$ cat src/rtl/global_def.sv
// Shared definitions for the CP0 / exception responder.
// Holds CP0 register addresses, ExcCode values, the responder state encoding
// and the Status/Cause field bit positions.
package global_def;

  localparam logic [4:0] CP0_SR    = 5'd12;
  localparam logic [4:0] CP0_CAUSE = 5'd13;
  localparam logic [4:0] CP0_EPC   = 5'd14;
  localparam logic [4:0] CP0_PRID  = 5'd15;

  localparam logic [4:0] EXC_INT = 5'd0;
  localparam logic [4:0] EXC_SYS = 5'd8;
  localparam logic [4:0] EXC_RI  = 5'd10;

  typedef enum logic {
    ST_RUN   = 1'b0,
    ST_REDIR = 1'b1
  } exc_state_e;

  localparam int SR_IE        = 0;
  localparam int SR_EXL       = 1;
  localparam int SR_IM_LO     = 10;
  localparam int SR_IM_HI     = 15;
  localparam int CAUSE_EXC_LO = 2;
  localparam int CAUSE_EXC_HI = 6;
  localparam int CAUSE_IP_LO  = 10;
  localparam int CAUSE_IP_HI  = 15;

endpackage

$ cat src/rtl/cp0_int_sync.sv
// Two-flop synchroniser for the external interrupt lines.
// Ports:
//   clk     - system clock
//   rst     - synchronous active-high reset
//   async_i - interrupt lines, asynchronous to clk
//   sync_o  - lines after two flops (2-cycle latency)
module cp0_int_sync #(
  parameter int W = 6
) (
  input  logic         clk,
  input  logic         rst,
  input  logic [W-1:0] async_i,
  output logic [W-1:0] sync_o
);

  logic [W-1:0] meta_q;
  logic [W-1:0] sync_q;

  always_ff @(posedge clk) begin
    if (rst) begin
      meta_q <= '0;
      sync_q <= '0;
    end else begin
      meta_q <= async_i;
      sync_q <= meta_q;
    end
  end

  assign sync_o = sync_q;

endmodule

$ cat src/rtl/cp0_exc_unit.sv
// Coprocessor-0 register file and exception/interrupt responder.
// Evaluates interrupt / unimplemented / syscall / eret for the WB instruction,
// keeps Status, Cause, EPC and PRId, and issues a one-cycle registered
// flush + redirect to the pipeline.
//
// State table
//   state    | meaning
//   ST_RUN   | normal operation, WB events and MTC0 are evaluated
//   ST_REDIR | redirect cycle, WB instruction is being flushed and ignored
//
// Ports:
//   clk, rst            - clock, synchronous active-high reset
//   HWInt               - external interrupt lines (asynchronous)
//   ValidWB, PCWB       - WB instruction valid flag and PC
//   UnimplWB/SysWB/EretWB - WB exception / eret flags
//   CPWr/CPWAddr/CPWData - MTC0 write port
//   CPRAddr/CPRData     - MFC0 read port (combinational)
//   ExcFlush/ExcRedirect/ExcPC - registered redirect to the pipeline
//   EPCOut              - current EPC
//   IntReq              - qualified interrupt pending
module cp0_exc_unit
  import global_def::*;
#(
  parameter logic [31:0] EXC_VECTOR = 32'h0000_0180,
  parameter logic [31:0] PRID_VAL   = 32'h0000_0001,
  parameter int          NUM_HWINT  = 6
) (
  input  logic                 clk,
  input  logic                 rst,
  input  logic [NUM_HWINT-1:0] HWInt,
  input  logic                 ValidWB,
  input  logic [31:0]          PCWB,
  input  logic                 UnimplWB,
  input  logic                 SysWB,
  input  logic                 EretWB,
  input  logic                 CPWr,
  input  logic [4:0]           CPWAddr,
  input  logic [31:0]          CPWData,
  input  logic [4:0]           CPRAddr,
  output logic [31:0]          CPRData,
  output logic                 ExcFlush,
  output logic                 ExcRedirect,
  output logic [31:0]          ExcPC,
  output logic [31:0]          EPCOut,
  output logic                 IntReq
);

  logic [NUM_HWINT-1:0] ip;

  exc_state_e           state_q, state_d;
  logic [NUM_HWINT-1:0] im_q, im_d;
  logic                 exl_q, exl_d;
  logic                 ie_q, ie_d;
  logic [4:0]           exc_code_q, exc_code_d;
  logic [31:0]          epc_q, epc_d;
  logic                 flush_q, flush_d;
  logic                 redir_q, redir_d;
  logic [31:0]          exc_pc_q, exc_pc_d;

  logic                 int_req;
  logic                 eval;
  logic                 do_wr;
  logic                 take;
  logic [31:0]          target;

  cp0_int_sync #(.W(NUM_HWINT)) u_int_sync (
    .clk     (clk),
    .rst     (rst),
    .async_i (HWInt),
    .sync_o  (ip)
  );

  assign int_req = ie_q & ~exl_q & (|(ip & im_q));
  assign eval    = (state_q == ST_RUN) & ValidWB;

  always_comb begin
    im_d       = im_q;
    exl_d      = exl_q;
    ie_d       = ie_q;
    exc_code_d = exc_code_q;
    epc_d      = epc_q;
    exc_pc_d   = exc_pc_q;
    flush_d    = 1'b0;
    redir_d    = 1'b0;
    state_d    = ST_RUN;
    take       = 1'b0;
    target     = EXC_VECTOR;

    // The WB instruction commits its MTC0 when an interrupt is taken or when
    // no other event fires; exceptions and eret drop it.
    do_wr = eval & CPWr & (int_req | ~(UnimplWB | SysWB | EretWB));

    if (do_wr) begin
      case (CPWAddr)
        CP0_SR: begin
          im_d  = CPWData[SR_IM_HI:SR_IM_LO];
          exl_d = CPWData[SR_EXL];
          ie_d  = CPWData[SR_IE];
        end
        CP0_EPC: epc_d = CPWData;
        default: ;
      endcase
    end

    // Event updates are applied after the MTC0 write so they override it.
    if (eval) begin
      if (int_req) begin
        take       = 1'b1;
        epc_d      = PCWB + 32'd4;
        exc_code_d = EXC_INT;
        exl_d      = 1'b1;
      end else if (UnimplWB) begin
        take       = 1'b1;
        epc_d      = PCWB;
        exc_code_d = EXC_RI;
        exl_d      = 1'b1;
      end else if (SysWB) begin
        take       = 1'b1;
        epc_d      = PCWB;
        exc_code_d = EXC_SYS;
        exl_d      = 1'b1;
      end else if (EretWB) begin
        take       = 1'b1;
        exl_d      = 1'b0;
        target     = epc_q;
      end
    end

    if (take) begin
      state_d  = ST_REDIR;
      flush_d  = 1'b1;
      redir_d  = 1'b1;
      exc_pc_d = target;
    end
  end

  always_ff @(posedge clk) begin
    if (rst) begin
      state_q    <= ST_RUN;
      im_q       <= '0;
      exl_q      <= 1'b0;
      ie_q       <= 1'b0;
      exc_code_q <= EXC_INT;
      epc_q      <= '0;
      flush_q    <= 1'b0;
      redir_q    <= 1'b0;
      exc_pc_q   <= '0;
    end else begin
      state_q    <= state_d;
      im_q       <= im_d;
      exl_q      <= exl_d;
      ie_q       <= ie_d;
      exc_code_q <= exc_code_d;
      epc_q      <= epc_d;
      flush_q    <= flush_d;
      redir_q    <= redir_d;
      exc_pc_q   <= exc_pc_d;
    end
  end

  always_comb begin
    CPRData = '0;
    case (CPRAddr)
      CP0_SR: begin
        CPRData[SR_IM_HI:SR_IM_LO] = im_q;
        CPRData[SR_EXL]            = exl_q;
        CPRData[SR_IE]             = ie_q;
      end
      CP0_CAUSE: begin
        CPRData[CAUSE_IP_HI:CAUSE_IP_LO]   = ip;
        CPRData[CAUSE_EXC_HI:CAUSE_EXC_LO] = exc_code_q;
      end
      CP0_EPC:  CPRData = epc_q;
      CP0_PRID: CPRData = PRID_VAL;
      default:  CPRData = '0;
    endcase
  end

  // Only the SR fields and EPC are writable; the remaining data bits are dropped.
  logic unused_wdata;
  assign unused_wdata = ^{CPWData[31:16], CPWData[9:2]};

  assign ExcFlush    = flush_q;
  assign ExcRedirect = redir_q;
  assign ExcPC       = exc_pc_q;
  assign EPCOut      = epc_q;
  assign IntReq      = int_req;

endmodule

$ cat config.mk
export PLATFORM = sky130hd
export DESIGN_NAME = cp0_exc_unit
export DESIGN_NICKNAME = d
export VERILOG_FILES = /design/src/rtl/global_def.sv /design/src/rtl/cp0_int_sync.sv /design/src/rtl/cp0_exc_unit.sv
export SDC_FILE = /design/constraint.sdc
export NUM_CORES = 1
export LEC_CHECK = 0
export ABC_AREA = 0
export BUFFER_PORTS_ARGS = -buffer_cell sky130_fd_sc_hd__buf_2
export CORE_ASPECT_RATIO = 0.8
export CORE_MARGIN = 2
export CORE_UTILIZATION = 48
export DETAILED_ROUTE_END_ITERATION = 10
export PLACE_DENSITY = 0.81
export SETUP_SLACK_MARGIN = 0.3
export SLEW_MARGIN = 20
export SYNTH_ARGS = -nofsm -noshare
export SYNTH_HDL_FRONTEND = slang
export SYNTH_HIERARCHICAL = 1
export SYNTH_SLANG_ARGS = --single-unit
$ cat constraint.sdc
create_clock -name clk -period 2.2 [get_ports clk]
set_input_delay 0.44 -clock clk [delete_from_list [all_inputs] [get_ports clk]]
set_output_delay 0.44 -clock clk [all_outputs]
set_load 0.05 [all_outputs]
==> qor.log <==
qor: run_status.outcome finished, violations left
qor: run_status.failed_checks negative setup slack
qor: global_routing.grt_overflow_total 0
qor: synth.synth.net_count 573
qor: final_layout.final_nets 808
qor: floorplan.top_level_ports 186
qor: clock_tree.cts.reportedPaths.clkPinSlew 0.07 ns
qor: worst_setup_path.timing.reg2reg.setup_slack -0.10 ns
qor: global_routing.grt_pass1_wl 24810 microns
qor: place.routabilityCongestion 0.9182
qor: flow_run.timing.max_cap.violations 0
qor: synth.ys_seq_elements 87
qor: synth.synth_seq_area_share 0.3991
qor: synth.synth_top_flop_cell sky130_fd_sc_hd__dfxtp_1
qor: global_routing.grt.total_usage 0.3165
qor: synth.syn-cell-area 4364 sq um
qor: worst_setup_path.r2r-start u_int_sync/sync_o[3]
qor: drt.drtIter0Drc 530
qor: synth.synth_cells 485
qor: synth.synth_async_sr_flop_share 0
qor: timing.setup_violations 1
qor: final_layout.area.growth.synth_to_final 71.42%
qor: timing.totalNegativeSetupSlack -0.1011 ns
qor: floorplan.placement_rows 31
qor: synth.synth_top_cell_area_share 0.3991
qor: drt.drt_wl_total 20510 microns
qor: drt.avg_wl_per_cell 24.42 microns
qor: timing.rsz_0062_raised_after_global_routing true
qor: synth.synth.yosys.warnings 6
qor: global_routing.largest_net_degree_at_the_start_of_global_routing 31
qor: clock_tree.cts_tree built
qor: drt.detail_route.vias_per_cell 6.461
qor: power_and_ir_drop.cellPowerDensity 579.5 nW/um^2
qor: floorplan.design.core.area 8960 sq um
qor: place.pre_cts_ws -0.02622 ns
qor: min_path.holdCritStartpoint HWInt[1]
qor: worst_setup_path.worst-path-max-fanout 9
qor: worst_setup_path.crit-reg2reg-capture EPCOut[12]
qor: clock_tree.clock-sinks 87
qor: final_layout.layout-drive-gt1-share 0.5710
qor: power_and_ir_drop.leakage 3.025 nW
qor: global_routing.vias_in_the_first_global_route 4734
qor: timing.hold_violations 0
qor: synth.synth_area_leaders sky130_fd_sc_hd__dfxtp_1, sky130_fd_sc_hd__mux2i_1, sky130_fd_sc_hd__a22oi_1
qor: clock_tree.cts_buffer_depth 2
qor: clock_tree.cts_buffers 9
qor: timing.tightest_slew 0.7020 ns
qor: floorplan.die_y 89.29 microns
qor: worst_setup_path.reg2regPathDepth 9
qor: final_layout.antenna_cells_inserted 0
qor: timing.clock_skew 0.01498 ns
qor: clock_tree.htree_num_levels 3
qor: timing.min_period 2.301 ns
qor: synth.synth_top_area_cell sky130_fd_sc_hd__dfxtp_1
qor: min_path.worstHoldPathCells 2
qor: floorplan.floorplan.initialDensity 0.4871
qor: clock_tree.clk_root_buffer_cell sky130_fd_sc_hd__clkbuf_16
qor: worst_setup_path.worst_setup_path_start_kind register
qor: worst_setup_path.critical_path_arrival 2.55 ns
qor: place.detailed_placer_s_ending_hpwl 10780 microns
qor: synth.synth-edff-count 0
qor: worst_setup_path.worst-setup-path-type register to register
qor: floorplan.die-width 110.6 microns
qor: clock_tree.holdBufCountCts 0
qor: timing.worst_slack -0.1011 ns
qor: worst_setup_path.crit_required 2.45 ns
qor: synth.synthMostInstantiatedCell sky130_fd_sc_hd__dfxtp_1
qor: synth.mean_syn_cell_area 8.998 sq um
qor: timing.slew_violations 0
qor: synth.ys_types 61
qor: min_path.holdCritPathClass input port to register
qor: timing.final_critical_path_share_of_the_clock_period 1.046
qor: worst_setup_path.critical_path_end_type register
qor: timing.max-slew-margin-rel 0.5277
qor: drt.remaining_drc_errors 0
qor: power_and_ir_drop.worst_ir_drop_vdd 0.4588 mV
qor: drt.drt_pre_antenna_iters 6
qor: place.port_buffers 185
qor: global_routing.grt_antenna_before_repair 0
qor: drt.vias 5427
qor: clock_tree.clock_latency 0.36 ns
qor: floorplan.die_area 9875 sq um
qor: synth.synth.cells.most_frequent sky130_fd_sc_hd__dfxtp_1, sky130_fd_sc_hd__nor2_1, sky130_fd_sc_hd__mux2i_1, sky130_fd_sc_hd__a22oi_1, sky130_fd_sc_hd__and2_1
qor: min_path.whs_endpoint u_int_sync/meta_q[1]
qor: drt.detail-route-antenna-nets 0
qor: timing.timing.fmax 434.6 MHz
==> worst max-delay path, cell delays in order, from the launching register on <==
cell and delay, ns:
sky130_fd_sc_hd__dfxtp_2 0.42, sky130_fd_sc_hd__a22o_4 0.19, sky130_fd_sc_hd__buf_4 0.11, sky130_fd_sc_hd__buf_6 0.09, sky130_fd_sc_hd__buf_4 0.11, sky130_fd_sc_hd__nor3_4 0.04
sky130_fd_sc_hd__buf_12 0.14, sky130_fd_sc_hd__nor4_1 0.63, sky130_fd_sc_hd__xnor2_1 0.17, sky130_fd_sc_hd__o22ai_1 0.29
==> logic make-up (layout without fill, tap and decap cells) <==
logic type / after synthesis / after routing / synth area share
AO/OA/AOI/OAI: 106 / 106 / 0.1720
adder cells (fa/ha/maj): 1 / 1 / 0.002867
buffers and inverters: 44 / 284 / 0.04472
AND/OR/NAND/NOR: 186 / 186 / 0.2463
XOR/XNOR: 19 / 19 / 0.03813
multiplexers: 42 / 42 / 0.09690
flip-flops: 87 / 87 / 0.3991
==> final cells by class <==
type	instances	area (sq um)
Timing Repair Buffer	260	2126
Tap cell	115	143.9
Fill cell	459	1479
Multi-Input combinational cell	354	3069
Clock inverter	5	105.1
Clock buffer	11	242.7
Inverter	8	33.78
Sequential cell	87	1760
==> metrics by stage <==
stage                     cell area (sq um)  hold WS, ns  utilization  power, mW  cells
after global placement                 5717       0.4197       0.6380      2.361    787
after CTS                              6769       0.3032       0.7555      4.186    821
final                                  7481       0.3023       0.8349      4.335    840
after floorplan                        4504       0.4148            -      2.125    485
after detailed placement               5717       0.4232       0.6380      2.377    787
after global routing                   7481       0.3053       0.8349      4.427    840
==> layer usage <==
layer,share of wire,global-route usage
met1,0.36,0.3855
met2,0.46,0.5544
met3,0.12,0.09017
met4,0.066,0.09886
met5,0,0
==> cells in the final DEF, fill, tap and decap left out, types with 6 or more instances in the layout <==
master	instances
sky130_fd_sc_hd__buf_2	147
sky130_fd_sc_hd__dfxtp_1	76
sky130_fd_sc_hd__nor2_1	48
sky130_fd_sc_hd__buf_4	41
sky130_fd_sc_hd__mux2i_1	32
sky130_fd_sc_hd__buf_6	29
sky130_fd_sc_hd__a22oi_2	27
sky130_fd_sc_hd__buf_8	27
sky130_fd_sc_hd__and2_4	22
sky130_fd_sc_hd__o22ai_1	17
sky130_fd_sc_hd__xnor2_1	14
sky130_fd_sc_hd__nand2_1	13
sky130_fd_sc_hd__nand3_1	13
sky130_fd_sc_hd__nand4_1	13
sky130_fd_sc_hd__clkbuf_16	13
sky130_fd_sc_hd__nor2b_2	9
sky130_fd_sc_hd__dfxtp_2	9
sky130_fd_sc_hd__mux2i_2	8
sky130_fd_sc_hd__nor3_1	8
sky130_fd_sc_hd__buf_12	8
sky130_fd_sc_hd__a22oi_1	7
sky130_fd_sc_hd__inv_1	7
sky130_fd_sc_hd__a21oi_4	6
sky130_fd_sc_hd__o21ai_0	6
==> power breakdown <==
part,leakage [nW],total (mW),internal (mW),switching [mW]
clock network,0.162,1.82,1.14,0.677
logic,2.15,0.809,0.286,0.523
registers,0.715,1.71,1.63,0.0745
total,3.02,4.34,3.06,1.27
==> how the worst max path moves through the flow <==
stage | start | end | slack, ns | depth (start not counted)
final | u_int_sync/sync_o[3] | EPCOut[12] | -0.10 | 9
after global routing | u_int_sync/sync_o[2] | EPCOut[20] | -0.03 | 10
after CTS | im_q[3] | IntReq | 0.13 | 5
after detailed placement | SysWB | EPCOut[4] | -0.03 | 8
after global placement | SysWB | EPCOut[24] | 0.10 | 7
after floorplan | ExcRedirect | EPCOut[26] | 0.27 | 6
==> sequential cells by signal, indices dropped and copies added, names as in the netlist <==
signal / cells
u_int_sync/sync_o: 6
exc_code_q: 2
ExcRedirect: 1
exl_q: 1
im_q: 6
ExcPC: 32
ie_q: 1
EPCOut: 32
u_int_sync/meta_q: 6
==> timing repair <==
action / CTS / global route
pin swaps: 16 / 88
buffers inserted: 15 / 13
setup endpoints to repair: 97 / 98
resized for setup: 138 / 119
gates cloned: 3 / 6
Power figures use the tool's default switching activity.
